File: src/rtl/mem_arbiter_pkg.sv
// Shared constants for the L1-to-memory arbiter: default widths, requester ids, states.
package mem_arbiter_pkg;

  localparam int unsigned DefAddrW       = 32;
  localparam int unsigned DefLineW       = 128;
  localparam int unsigned DefStarveLimit = 4;
  localparam int unsigned DefCntW        = 3;

  // Requester ids double as bit positions in the request/grant vectors.
  localparam int unsigned NumReq = 3;
  localparam int unsigned IdxIc  = 0;
  localparam int unsigned IdxDcr = 1;
  localparam int unsigned IdxDcw = 2;

  localparam logic MemRead  = 1'b0;
  localparam logic MemWrite = 1'b1;

  typedef enum logic [1:0] {
    ArbIdle = 2'd0,
    ArbBusy = 2'd1,
    ArbDone = 2'd2
  } arb_state_e;

endpackage

File: src/rtl/mem_arbiter_if.sv
// Cache-side request/ack lines and the memory enable/ack handshake seen by the arbiter.
interface mem_arbiter_if #(
  parameter int unsigned AddrW = mem_arbiter_pkg::DefAddrW,
  parameter int unsigned LineW = mem_arbiter_pkg::DefLineW
);

  logic             ic_read_req;
  logic [AddrW-1:0] ic_read_addr;
  logic             ic_read_ack;
  logic [LineW-1:0] ic_read_data;

  logic             dc_read_req;
  logic [AddrW-1:0] dc_read_addr;
  logic             dc_read_ack;
  logic [LineW-1:0] dc_read_data;

  logic             dc_write_req;
  logic [AddrW-1:0] dc_write_addr;
  logic [LineW-1:0] dc_write_data;
  logic             dc_write_ack;

  logic             mem_enable;
  logic             mem_rw;
  logic             mem_ack;
  logic [AddrW-1:0] mem_addr;
  logic [LineW-1:0] mem_data_in;
  logic [LineW-1:0] mem_data_out;

  // Arbiter view.
  modport master (
    input  ic_read_req, ic_read_addr, dc_read_req, dc_read_addr,
           dc_write_req, dc_write_addr, dc_write_data, mem_ack, mem_data_in,
    output ic_read_ack, ic_read_data, dc_read_ack, dc_read_data, dc_write_ack,
           mem_enable, mem_rw, mem_addr, mem_data_out
  );

  // Caches plus memory view.
  modport slave (
    output ic_read_req, ic_read_addr, dc_read_req, dc_read_addr,
           dc_write_req, dc_write_addr, dc_write_data, mem_ack, mem_data_in,
    input  ic_read_ack, ic_read_data, dc_read_ack, dc_read_data, dc_write_ack,
           mem_enable, mem_rw, mem_addr, mem_data_out
  );

endinterface

File: src/rtl/mem_arbiter_grant_select.sv
// Fixed priority (writeback > D fill > I fill) with an I-fill starvation override.
module mem_arbiter_grant_select
  import mem_arbiter_pkg::*;
(
  input  logic [NumReq-1:0] req_i,
  input  logic              starve_i,
  output logic [NumReq-1:0] gnt_o
);

  always_comb begin
    gnt_o = '0;
    if (req_i[IdxIc] && starve_i) begin
      gnt_o[IdxIc] = 1'b1;
    end else if (req_i[IdxDcw]) begin
      gnt_o[IdxDcw] = 1'b1;
    end else if (req_i[IdxDcr]) begin
      gnt_o[IdxDcr] = 1'b1;
    end else if (req_i[IdxIc]) begin
      gnt_o[IdxIc] = 1'b1;
    end
  end

endmodule

File: src/rtl/mem_arbiter.sv
// Serialises I-fill, D-fill and D-writeback line requests onto one enable/ack memory handshake.
module mem_arbiter
  import mem_arbiter_pkg::*;
#(
  parameter int unsigned AddrW       = DefAddrW,
  parameter int unsigned LineW       = DefLineW,
  parameter int unsigned StarveLimit = DefStarveLimit,
  parameter int unsigned CntW        = DefCntW
) (
  input logic           clk,
  input logic           reset,
  mem_arbiter_if.master bus
);

  localparam logic [CntW-1:0] CntMax = CntW'(StarveLimit);

  arb_state_e        state_q, state_d;
  logic [NumReq-1:0] req, gnt, gnt_q, gnt_d;
  logic [CntW-1:0]   starve_cnt_q, starve_cnt_d;
  logic              starve;

  logic              mem_enable_q, mem_enable_d;
  logic              mem_rw_q, mem_rw_d;
  logic [AddrW-1:0]  mem_addr_q, mem_addr_d;
  logic [LineW-1:0]  mem_data_out_q, mem_data_out_d;
  logic [LineW-1:0]  ic_data_q, ic_data_d;
  logic [LineW-1:0]  dcr_data_q, dcr_data_d;
  logic              ic_ack_q, ic_ack_d;
  logic              dcr_ack_q, dcr_ack_d;
  logic              dcw_ack_q, dcw_ack_d;

  assign req[IdxIc]  = bus.ic_read_req;
  assign req[IdxDcr] = bus.dc_read_req;
  assign req[IdxDcw] = bus.dc_write_req;
  assign starve      = bus.ic_read_req && (starve_cnt_q == CntMax);

  mem_arbiter_grant_select u_grant_select (
    .req_i    (req),
    .starve_i (starve),
    .gnt_o    (gnt)
  );

  always_comb begin
    state_d        = state_q;
    gnt_d          = gnt_q;
    starve_cnt_d   = starve_cnt_q;
    mem_enable_d   = mem_enable_q;
    mem_rw_d       = mem_rw_q;
    mem_addr_d     = mem_addr_q;
    mem_data_out_d = mem_data_out_q;
    ic_data_d      = ic_data_q;
    dcr_data_d     = dcr_data_q;
    ic_ack_d       = 1'b0;
    dcr_ack_d      = 1'b0;
    dcw_ack_d      = 1'b0;

    unique case (state_q)
      ArbIdle: begin
        if (|req) begin
          gnt_d        = gnt;
          mem_enable_d = 1'b1;
          state_d      = ArbBusy;
          unique case (1'b1)
            gnt[IdxIc]: begin
              mem_addr_d = bus.ic_read_addr;
              mem_rw_d   = MemRead;
            end
            gnt[IdxDcr]: begin
              mem_addr_d = bus.dc_read_addr;
              mem_rw_d   = MemRead;
            end
            gnt[IdxDcw]: begin
              mem_addr_d     = bus.dc_write_addr;
              mem_rw_d       = MemWrite;
              mem_data_out_d = bus.dc_write_data;
            end
            default: ;
          endcase
          // Count D grants that overtook a waiting I fill; an I grant or idle I side clears it.
          if (gnt[IdxIc] || !bus.ic_read_req) begin
            starve_cnt_d = '0;
          end else if (starve_cnt_q != CntMax) begin
            starve_cnt_d = starve_cnt_q + CntW'(1);
          end
        end else begin
          mem_enable_d = 1'b0;
          if (!bus.ic_read_req) starve_cnt_d = '0;
        end
      end
      ArbBusy: begin
        if (bus.mem_ack) begin
          mem_enable_d = 1'b0;
          state_d      = ArbDone;
          unique case (1'b1)
            gnt_q[IdxIc]: begin
              ic_data_d = bus.mem_data_in;
              ic_ack_d  = 1'b1;
            end
            gnt_q[IdxDcr]: begin
              dcr_data_d = bus.mem_data_in;
              dcr_ack_d  = 1'b1;
            end
            gnt_q[IdxDcw]: dcw_ack_d = 1'b1;
            default: ;
          endcase
        end
      end
      ArbDone: begin
        if (!bus.mem_ack) state_d = ArbIdle;
      end
      default: state_d = ArbIdle;
    endcase
  end

  always_ff @(posedge clk) begin
    if (reset) begin
      state_q        <= ArbIdle;
      gnt_q          <= '0;
      starve_cnt_q   <= '0;
      mem_enable_q   <= 1'b0;
      mem_rw_q       <= 1'b0;
      mem_addr_q     <= '0;
      mem_data_out_q <= '0;
      ic_data_q      <= '0;
      dcr_data_q     <= '0;
      ic_ack_q       <= 1'b0;
      dcr_ack_q      <= 1'b0;
      dcw_ack_q      <= 1'b0;
    end else begin
      state_q        <= state_d;
      gnt_q          <= gnt_d;
      starve_cnt_q   <= starve_cnt_d;
      mem_enable_q   <= mem_enable_d;
      mem_rw_q       <= mem_rw_d;
      mem_addr_q     <= mem_addr_d;
      mem_data_out_q <= mem_data_out_d;
      ic_data_q      <= ic_data_d;
      dcr_data_q     <= dcr_data_d;
      ic_ack_q       <= ic_ack_d;
      dcr_ack_q      <= dcr_ack_d;
      dcw_ack_q      <= dcw_ack_d;
    end
  end

  assign bus.mem_enable   = mem_enable_q;
  assign bus.mem_rw       = mem_rw_q;
  assign bus.mem_addr     = mem_addr_q;
  assign bus.mem_data_out = mem_data_out_q;
  assign bus.ic_read_ack  = ic_ack_q;
  assign bus.ic_read_data = ic_data_q;
  assign bus.dc_read_ack  = dcr_ack_q;
  assign bus.dc_read_data = dcr_data_q;
  assign bus.dc_write_ack = dcw_ack_q;

endmodule

File: src/flat_wrapper.sv
// flat-port wrapper written by rule: the top's interface ports become plain ports
module mem_arbiter_flat import mem_arbiter_pkg::*;
#(
  parameter int unsigned AddrW       = DefAddrW,
  parameter int unsigned LineW       = DefLineW,
  parameter int unsigned StarveLimit = DefStarveLimit,
  parameter int unsigned CntW        = DefCntW
)
  (clk, reset, bus_ic_read_req, bus_ic_read_addr, bus_dc_read_req, bus_dc_read_addr, bus_dc_write_req, bus_dc_write_addr, bus_dc_write_data, bus_mem_ack, bus_mem_data_in, bus_ic_read_ack, bus_ic_read_data, bus_dc_read_ack, bus_dc_read_data, bus_dc_write_ack, bus_mem_enable, bus_mem_rw, bus_mem_addr, bus_mem_data_out);
  mem_arbiter_if #(.AddrW(AddrW), .LineW(LineW)) bus_i ();
  input logic clk;
  input logic reset;
  input wire logic [$bits(bus_i.ic_read_req)-1:0] bus_ic_read_req;
  input wire logic [$bits(bus_i.ic_read_addr)-1:0] bus_ic_read_addr;
  input wire logic [$bits(bus_i.dc_read_req)-1:0] bus_dc_read_req;
  input wire logic [$bits(bus_i.dc_read_addr)-1:0] bus_dc_read_addr;
  input wire logic [$bits(bus_i.dc_write_req)-1:0] bus_dc_write_req;
  input wire logic [$bits(bus_i.dc_write_addr)-1:0] bus_dc_write_addr;
  input wire logic [$bits(bus_i.dc_write_data)-1:0] bus_dc_write_data;
  input wire logic [$bits(bus_i.mem_ack)-1:0] bus_mem_ack;
  input wire logic [$bits(bus_i.mem_data_in)-1:0] bus_mem_data_in;
  output wire logic [$bits(bus_i.ic_read_ack)-1:0] bus_ic_read_ack;
  output wire logic [$bits(bus_i.ic_read_data)-1:0] bus_ic_read_data;
  output wire logic [$bits(bus_i.dc_read_ack)-1:0] bus_dc_read_ack;
  output wire logic [$bits(bus_i.dc_read_data)-1:0] bus_dc_read_data;
  output wire logic [$bits(bus_i.dc_write_ack)-1:0] bus_dc_write_ack;
  output wire logic [$bits(bus_i.mem_enable)-1:0] bus_mem_enable;
  output wire logic [$bits(bus_i.mem_rw)-1:0] bus_mem_rw;
  output wire logic [$bits(bus_i.mem_addr)-1:0] bus_mem_addr;
  output wire logic [$bits(bus_i.mem_data_out)-1:0] bus_mem_data_out;
  assign bus_i.ic_read_req = bus_ic_read_req;
  assign bus_i.ic_read_addr = bus_ic_read_addr;
  assign bus_i.dc_read_req = bus_dc_read_req;
  assign bus_i.dc_read_addr = bus_dc_read_addr;
  assign bus_i.dc_write_req = bus_dc_write_req;
  assign bus_i.dc_write_addr = bus_dc_write_addr;
  assign bus_i.dc_write_data = bus_dc_write_data;
  assign bus_i.mem_ack = bus_mem_ack;
  assign bus_i.mem_data_in = bus_mem_data_in;
  assign bus_ic_read_ack = bus_i.ic_read_ack;
  assign bus_ic_read_data = bus_i.ic_read_data;
  assign bus_dc_read_ack = bus_i.dc_read_ack;
  assign bus_dc_read_data = bus_i.dc_read_data;
  assign bus_dc_write_ack = bus_i.dc_write_ack;
  assign bus_mem_enable = bus_i.mem_enable;
  assign bus_mem_rw = bus_i.mem_rw;
  assign bus_mem_addr = bus_i.mem_addr;
  assign bus_mem_data_out = bus_i.mem_data_out;
  mem_arbiter #(.AddrW(AddrW), .LineW(LineW), .StarveLimit(StarveLimit), .CntW(CntW)) u_core (.clk(clk), .reset(reset), .bus(bus_i));
endmodule
File: config.mk
export PLATFORM = sky130hd
export DESIGN_NAME = mem_arbiter_flat
export DESIGN_NICKNAME = d
export VERILOG_FILES = /design/src/rtl/mem_arbiter_pkg.sv /design/src/rtl/mem_arbiter_if.sv /design/src/rtl/mem_arbiter_grant_select.sv /design/src/rtl/mem_arbiter.sv /design/src/flat_wrapper.sv
export SDC_FILE = /design/constraint.sdc
export NUM_CORES = 1
export LEC_CHECK = 0
export BUFFER_PORTS_ARGS = -buffer_cell sky130_fd_sc_hd__buf_2
export CORE_AREA = 2 2 302 304
export CTS_CLUSTER_DIAMETER = 80
export CTS_CLUSTER_SIZE = 10
export DETAILED_ROUTE_END_ITERATION = 8
export DIE_AREA = 0 0 304 306
export PLACE_DENSITY = 0.39
export SLEW_MARGIN = 20
export SYNTH_ARGS = -nofsm -noshare
export SYNTH_HDL_FRONTEND = slang
export SYNTH_SLANG_ARGS = --single-unit
File: constraint.sdc
create_clock -name clk -period 2.6 [get_ports clk]
set_input_delay 0.26 -clock clk [delete_from_list [all_inputs] [get_ports clk]]
set_output_delay 0.26 -clock clk [all_outputs]
set_load 0.005 [all_outputs]
Word level (Yosys, flattened, before mapping)
Cells that the tools add are included.

Add/sub/neg operators: 1. Equality and inequality tests: 9. Multiplexer cells: 23. Bitwise operators: 2. Reductions and logical operators: 20.

Operators by type and width (count): $pmux W32 S3 (1); $reduce_and A3 Y1 (7); $mux W3 (4); $mux W1 (10); $mux W2 (5); $ne A3 B3 Y1 const B (2); $pmux W2 S3 (1); $reduce_or A3 Y1 (2); $ne A2 B1 Y1 const B (2); $ne A2 B2 Y1 const B (2); $pmux W1 S2 (2); $reduce_and A2 Y1 (2); $reduce_bool A2 Y1 (2); $add A3 B1 Y3 const B (1); $eq A3 B3 Y1 const B (1); $reduce_bool A3 Y1 (1); $eq A2 B1 Y1 const B (1); $eq A2 B2 Y1 const B (1); $logic_and A1 B1 Y1 (2); $logic_not A2 Y1 (1); $not A1 Y1 (2); $reduce_or A2 Y1 (1); $logic_not A1 Y1 (1); $logic_or A1 B1 Y1 (1).

Register bits after elaboration: 429. Input port bits: 358. Output and inout bits: 421. Word-level logic and storage cells: 67.

Logic depth before layout (Yosys ltp)
Gate-level depths: netlist of the first run.

Depth in word-level cells: 7. Depth in mapped cells: 9. Gate-level depth less buffers: 6.

Modules after synthesis
Synthesis of the first run repeated with hierarchy kept, for this count alone.

Cells, all modules: 1957. Area, all modules: 15936.5 sq um.

Modules (own cells, without submodules): mem_arbiter (times used 1, cells an instance 1952, area an instance 15897.7 sq um, sequential area each 8588.2 sq um); mem_arbiter_grant_select (times used 1, cells an instance 5, area an instance 38.8 sq um, sequential area each 0.0 sq um).

Worst setup path before layout of the first run
No wires, ideal clock.

Path kind: flip-flop to flip-flop. Start point: reg u_core.starve_cnt_q[0]. End point: reg u_core.mem_addr_q[10], in the netlist u_core.bus.mem_addr[10]. Library setup time: 86 ps. Data arrival time: 1502 ps. Required time: 2514 ps. Slack: 1012 ps. Cell stages (with the launch flop): 8. Buffers on the path: 1. Cell sequence: dfxtp_1 -> inv_1 -> ha_1 -> and3_1 -> nor3b_2 -> buf_4 -> a21oi_1 -> a211oi_1.

Word-level cells in the longest chain between the ends: 6. Elaborated cells between the ends (all ways): 8. Classes of those cells: eq/ne: 1; mux: 3; reduce/logical: 4.

Ends and longest elaborated chain: from (decl) (line mem_arbiter.sv:19) `logic [CntW-1:0] starve_cnt_q, starve_cnt_d;`; from (signal assigned) (line mem_arbiter.sv:132) `starve_cnt_q <= starve_cnt_d;`; $eq A3 B3 Y1 (*) (line mem_arbiter.sv:35) `assign starve = bus.ic_read_req && (starve_cnt_q == CntMax);`; $logic_and A1 B1 Y1 (*) (line mem_arbiter.sv:35); $logic_and A1 B1 Y1 (*) (line mem_arbiter_grant_select.sv:12) `if (req_i[IdxIc] && starve_i) begin`; $mux W1 / $mux W2 (equally long branches) (line mem_arbiter_grant_select.sv:12); $reduce_bool A3 Y1 (no line); $reduce_and A3 Y1 (no line); to (signal assigned) (line mem_arbiter.sv:135) `mem_addr_q <= mem_addr_d;`; to (decl) (line mem_arbiter.sv:24) `logic [AddrW-1:0] mem_addr_q, mem_addr_d;`.

Every way passes the cells marked *; elsewhere a longest branch is shown, timed or not. A chain may end at the register's enable or synchronous reset.

Final worst setup path of the first run
Start point: reg u_core.starve_cnt_q[0]. End point: reg u_core.mem_addr_q[26], in the netlist u_core.bus.mem_addr[26].

Same word-level chain as after synthesis.

==> impl_metrics.json, run 1 <==
{
  "syn_avg_cell_area_um2": 7.85,
  "crit_type": "flop to flop",
  "postCtsSetupRepairBufs": 0,
  "cp-endpoint": "u_core.bus.mem_addr[26]$_SDFFE_PP0P_",
  "initial_utilization_pct": 17.5,
  "grt_pass1_vias": 17000,
  "cts_max_level": 2,
  "clock.fmax_mhz": 422,
  "p_seq_share_pct": 44.4,
  "cp.required_ps": 3080,
  "root_buffer": "clkbuf_16",
  "stdcell_count": 4168,
  "synth-xor-area-share_pct": 0.0559,
  "dr.first_iter.drc_count": 981,
  "antenna_found_initial": 10,
  "irDropWorstVdd_mv": 0.405,
  "pwr-share-clk_pct": 42.9,
  "clock_latency_ps": 590,
  "critPathSlowestCell": "dlygate4sd3_1",
  "via_count": 17000,
  "p_per_area_nw_per_um2": 629,
  "comb_power_share_pct": 12.7,
  "synth_simple_gate_area_share_pct": 22.6,
  "final_util_pct": 27.9,
  "r2r-start": "u_core.starve_cnt_q[0]$_SDFFE_PP0P_",
  "synth_compound_area_share_pct": 17.1,
  "finalNetCount": 3332,
  "synthAdderAreaFrac_pct": 0.160,
  "num-fill-cells": 9980,
  "synthMuxAreaShare_pct": 0,
  "rows": 110,
  "die_h_um": 306,
  "synth.cell_area_um2": 15700,
  "cts_resized": 0,
  "design.core.area_um2": 89600,
  "end_kind": "flop",
  "dp_hpwl_um": 52600,
  "final_common_cell": "buf_2",
  "arrival_ps": 2850,
  "syn_nets": 2356,
  "layout.cells.most_common_list": "777 x buf_2, 773 x nand2_1, 429 x dfxtp_1",
  "p_sw_uw": 4120,
  "drv_cap": 0,
  "clock_skew_ps": 27.1,
  "cts_tree": "yes",
  "rsz0062_at_grt": "no",
  "path_buf_inv": 3,
  "clk_path_buf_depth": 3,
  "tns_ps": 0,
  "grt_pass1_wl_um": 108000,
  "cts.hold.buffers_added": 265,
  "drive_gt1_share_pct": 29.9,
  "hold_viol": 0,
  "crit_path_start": "u_core.starve_cnt_q[0]$_SDFFE_PP0P_",
  "ios": 779,
  "cts_buffers": 52,
  "setup-violations-final": 0,
  "slowest_delay_ps": 560,
  "track_usage_pct": 15.0,
  "synth_top_area_cell": "dfxtp_1",
  "place.gp.congestion": 0.831,
  "p_sw_share_pct": 26.2,
  "reg2reg_slack_ps": 230,
  "drc_errors": 0,
  "leakagePower_uw": 0.0108,
  "io_buffers": 778,
  "synth_top_family_by_area": "simple AND/OR/NAND/NOR gates",
  "synth_warnings": 0,
  "overflow": 0,
  "wirelength_um": 73500,
  "fin_ws_ps": 232,
  "fin_crit_ps": 2370,
  "path_depth": 8,
  "synth_top_area_share_pct": 54.8,
  "crit_family": "buffers and inverters",
  "yosysSeqAreaShare_pct": 54.8,
  "path_max_fanout": 26,
  "firstDrtPassIters": 5,
  "synthTopCellsByArea": "dfxtp_1 55%, nand2_1 19%, a21oi_1 13%",
  "worstSetupStartpointType": "flop",
  "yosys_register_bits": 429,
  "tightest_slew_ps": 858,
  "fin_crit_sh_pct": 91.1,
  "reg2reg_to": "u_core.bus.mem_addr[26]$_SDFFE_PP0P_",
  "grt_max_degree": 129,
  "p_int_uw": 11600,
  "status": "finished, final reports clean",
  "ff2ff_path_depth": 8,
  "path_cells": "inv_1 -> ha_1 -> nand3_4 -> buf_4 -> o21ai_2 -> a22oi_1 -> a211oi_1 -> dlygate4sd3_1",
  "dp_cells": 3829,
  "ant_nets": 0,
  "die_w_um": 304,
  "syn_to_final_growth_pct": 59.3,
  "clk_pin_slew_ps": 60,
  "syn_inst": 1996,
  "post_drt_via_cell_ratio": 4.07,
  "wl_per_cell_um": 17.6,
  "clock_sinks": 429,
  "hp-class": "input pin to flop",
  "relSlewSlack_pct": 42.8,
  "final_max_slew_viol_count": 0,
  "dieArea_um2": 93000,
  "pre_cts_ws_ps": 621,
  "synth_cell_type_count": 35
}
cell type report:
type	instances	area (um^2)	share of cell area (%)
Antenna cell	10	25.0	0.100
Clock buffer	56	1380	5.52
Inverter	21	78.8	0.316
Multi-Input combinational cell	1388	6310	25.3
Sequential cell	429	8590	34.4
Timing Repair Buffer	1080	7030	28.2
Clock inverter	8	92.6	0.371
Tap cell	1176	1470	5.89
layer usage:
layer	wire length, um	track usage, %	up-vias
met5	8	0	-
met1	29600	17.5	7919
met3	4790	3.95	138
met4	2930	6.70	2
met2	36200	25.8	461
li1	-	-	8458
cell families after synthesis:
kind of cell,Yosys count
compound gates,499
xor+xnor,1
fa+ha+maj,2
buf+inv,179
flops,429
simple gates,886
sequential cells by signal, indices dropped and copies added (netlist names):
| register | cells |
|---|---|
| u_core.state_q | 2 |
| u_core.starve_cnt_q | 3 |
| u_core.bus.mem_data_out | 128 |
| u_core.bus.mem_addr | 32 |
| u_core.bus.dc_read_data | 128 |
| u_core.bus.dc_read_ack | 1 |
| u_core.gnt_q | 3 |
| u_core.bus.ic_read_data | 128 |
| u_core.bus.mem_enable | 1 |
| u_core.bus.ic_read_ack | 1 |
| u_core.bus.dc_write_ack | 1 |
| u_core.bus.mem_rw | 1 |
tightest hold or removal path, delay by kind of cell:
| family | cells | cell delay [ps] |
|---|---|---|
| buf+inv | 1 | 100 |
| compound gates | 2 | 210 |
power groups by stage:
stage	registers, uW	clock network [uW]	logic [uW]
finish	6980	6730	2000
CTS	6980	7040	2030
global placement	7120	0	1690
floorplan	7130	0	714
detailed placement	7120	0	1690
global route	7010	7260	2180
synthesized netlist by cell type:
cell type  number
a311oi_1        1
buf_4          12
o31a_2          1
a21oi_2         2
nor3b_2         1
a31oi_1        20
dfxtp_1       429
a21oi_1       403
o22a_1          1
nand3b_1       38
buf_6           3
nor2_4          1
o31ai_1        19
o31ai_4         1
nand3_4         1
and4b_1         1
nor2_1         56
nor2b_1         2
and2b_1         1
nor3_1          1
clkbuf_1       62
nor3b_1         1
inv_1          21
nand2_1       773
a211oi_1       13
a22oi_1        13
o21ai_0        24
ha_1            2
o2111a_1        1
buf_2          79
xnor2_1         1
and3_1          4
buf_1           2
nand3_1         3
nand2b_1        3
metrics by stage:
step	hold WS [ps]	total power (uW)	cell area (um^2)
CTS	0.889	16000	25000
floorplan	396	7840	15700
detailed placement	443	8800	20800
global route	20.4	16400	25000
global placement	440	8810	20800
finish	41.4	15700	25000
how the worst min path moves through the flow:
stage	endpoint	cells past startpoint	from	slack [ps]
floorplan	u_core.bus.dc_read_data[0]$_SDFFE_PP0P_	2	bus_mem_data_in[0]	400
global placement	u_core.bus.mem_data_out[0]$_SDFFE_PP0P_	2	u_core.bus.mem_data_out[0]$_SDFFE_PP0P_	440
global route	u_core.bus.mem_addr[25]$_SDFFE_PP0P_	3	bus_ic_read_addr[25]	20
finish	u_core.bus.mem_addr[18]$_SDFFE_PP0P_	3	bus_ic_read_addr[18]	40
detailed placement	u_core.bus.dc_read_data[58]$_SDFFE_PP0P_	2	u_core.bus.dc_read_data[58]$_SDFFE_PP0P_	440
CTS	u_core.bus.mem_addr[6]$_SDFFE_PP0P_	3	bus_ic_read_addr[6]	0.9
Note: power is estimated with default switching activity, not from simulation.
==> run 2, diff against run 1 <==
--- a/config.mk
+++ b/config.mk
@@ -7,10 +7,10 @@
 export LEC_CHECK = 0
 export BUFFER_PORTS_ARGS = -buffer_cell sky130_fd_sc_hd__buf_2
 export CORE_AREA = 2 2 302 304
-export CTS_CLUSTER_DIAMETER = 80
 export CTS_CLUSTER_SIZE = 10
 export DETAILED_ROUTE_END_ITERATION = 8
 export DIE_AREA = 0 0 304 306
+export HOLD_SLACK_MARGIN = 0.15
 export PLACE_DENSITY = 0.39
 export SLEW_MARGIN = 20
 export SYNTH_ARGS = -nofsm -noshare
==> impl_metrics.json, run 2 (same netlist as run 1, synthesis figures left out) <==
{
  "status": "finished, final reports clean",
  "leakagePower_uw": 0.0113,
  "dr.first_iter.drc_count": 968,
  "grt_max_degree": 129,
  "cts_max_level": 2,
  "finalNetCount": 3417,
  "path_buf_inv": 4,
  "drc_errors": 0,
  "cp.required_ps": 3160,
  "drv_cap": 0,
  "worstSetupStartpointType": "flop",
  "grtUsageMet1_pct": 18.0,
  "fin_crit_sh_pct": 94.1,
  "irDropWorstVdd_mv": 0.425,
  "final_common_cell": "buf_2",
  "io_buffers": 778,
  "clock_sinks": 429,
  "firstDrtPassIters": 6,
  "busiest_layer": "met2",
  "clk_pin_slew_ps": 60,
  "final_max_slew_viol_count": 0,
  "clk_path_buf_depth": 3,
  "root_buffer": "clkbuf_16",
  "finalPower_uw": 16500,
  "place.gp.congestion": 0.831,
  "grt_use_met2_pct": 26.1,
  "stdcell_count": 4271,
  "path_max_fanout": 26,
  "p_per_area_nw_per_um2": 633,
  "drive_gt1_share_pct": 29.3,
  "initial_utilization_pct": 17.5,
  "slowest_delay_ps": 580,
  "syn_to_final_growth_pct": 66.1,
  "cts_tree": "yes",
  "place_area_um2": 20800,
  "post_drt_via_cell_ratio": 4.07,
  "hold_viol": 0,
  "tightest_slew_ps": 811,
  "dp_cells": 3829,
  "ant_nets": 0,
  "rows": 110,
  "track_usage_pct": 15.1,
  "via_count": 17400,
  "end_kind": "flop",
  "overflow": 0,
  "dp_hpwl_um": 52600,
  "final_util_pct": 29.1,
  "clock_latency_ps": 610,
  "ios": 779,
  "cts_buffers": 54,
  "relSlewSlack_pct": 45.9,
  "antenna_found_initial": 8,
  "final_cell_area_um2": 26000,
  "use_met3_pct": 3.46,
  "cp_common_cell": "dlygate4sd3_1",
  "arrival_ps": 3010,
  "setup-violations-final": 0,
  "die_h_um": 306,
  "layout.cells.most_common_list": "777 x buf_2, 773 x nand2_1, 429 x dfxtp_1",
  "dieArea_um2": 93000,
  "grt_pass1_vias": 17500,
  "crit_family": "buffers and inverters",
  "design.core.area_um2": 89600,
  "tns_ps": 0,
  "clock.fmax_mhz": 409,
  "grt_pass1_wl_um": 109000,
  "hp-class": "input pin to flop",
  "critPathSlowestCell": "dlygate4sd3_1",
  "wirelength_um": 73900,
  "die_w_um": 304,
  "clock_skew_ps": 16.1,
  "path_cells": "inv_1 -> ha_1 -> nand3_4 -> buf_12 -> nand3b_1 -> o21ai_0 -> dlygate4sd3_1 -> o31ai_1 -> dlygate4sd3_1",
  "fin_crit_ps": 2450,
  "crit_type": "flop to flop",
  "wl_per_cell_um": 17.3
}
==> run 2: cell types whose count changed in the layout (fill, tap and decap cells not counted) <==
cell,change
clkinv_4,-2
diode_2,-2
clkinv_16,+1
clkinv_8,-1
clkbuf_8,+7
dlygate4sd3_1,+81
bufinv_16,+2
buf_12,+1
clkbuf_1,+13
clkinvlp_4,+1
inv_16,+1
buf_4,+1
==> run 2: routing by layer <==
| layer | vias to the layer above | share of wire, % |
|---|---|---|
| met2 | 472 | 49 |
| met4 | 2 | 3.5 |
| met5 | - | 0.022 |
| met3 | 123 | 5.7 |
| li1 | 8659 | - |
| met1 | 8132 | 42 |
==> run 2: final cells by class <==
type	instances	area, um^2
Timing Repair Buffer	1163	7870
Inverter	21	78.8
Fill cell	9931	63600
Antenna cell	8	20.0
Clock inverter	10	176
Tap cell	1176	1470
Clock buffer	76	1520
Multi-Input combinational cell	1388	6310
Sequential cell	429	8590
==> run 2: worst paths after layout <==
path                                              endpoint                                     start  slack (ps)  cells after the start
setup reg to reg      u_core.bus.mem_addr[22]$_SDFFE_PP0P_       u_core.starve_cnt_q[0]$_SDFFE_PP0P_         150                      9
hold reg to reg   u_core.bus.mem_data_out[18]$_SDFFE_PP0P_  u_core.bus.mem_data_out[18]$_SDFFE_PP0P_         450                      2
hold / removal    u_core.bus.mem_data_out[35]$_SDFFE_PP0P_                          bus_dc_write_req         210                      4
setup / recovery      u_core.bus.mem_addr[22]$_SDFFE_PP0P_       u_core.starve_cnt_q[0]$_SDFFE_PP0P_         150                      9
==> run 2: timing repair <==
item	CTS	global route
hold endpoints to repair	421	0
resized for setup	0	3
endpoints found under the setup margin	0	15
hold buffers	346	0
buffers inserted	0	2
==> run 2: worst register-to-register path, delay by kind of cell (launching register included) <==
kind                     cells  cell delay (ps)
buffers and inverters        4             1380
flip-flops                   1              320
AO/OA/AOI/OAI                2              270
adder cells (fa/ha/maj)      1              230
AND/OR/NAND/NOR              2              200
==> run 2: where the power goes <==
| group | switching (uW) | leakage, uW | total [uW] | internal (uW) |
|---|---|---|---|---|
| registers | 139 | 0.00348 | 6980 | 6840 |
| logic | 1090 | 0.00700 | 2130 | 1040 |
| clock network | 3040 | 0.000818 | 7390 | 4350 |
==> run 2: stage by stage <==
step,setup slack (ps),hold slack [ps]
finish,155,207
floorplan,1010,396
global route,-1.15,181
detailed placement,621,443
global placement,650,440
CTS,49.7,153
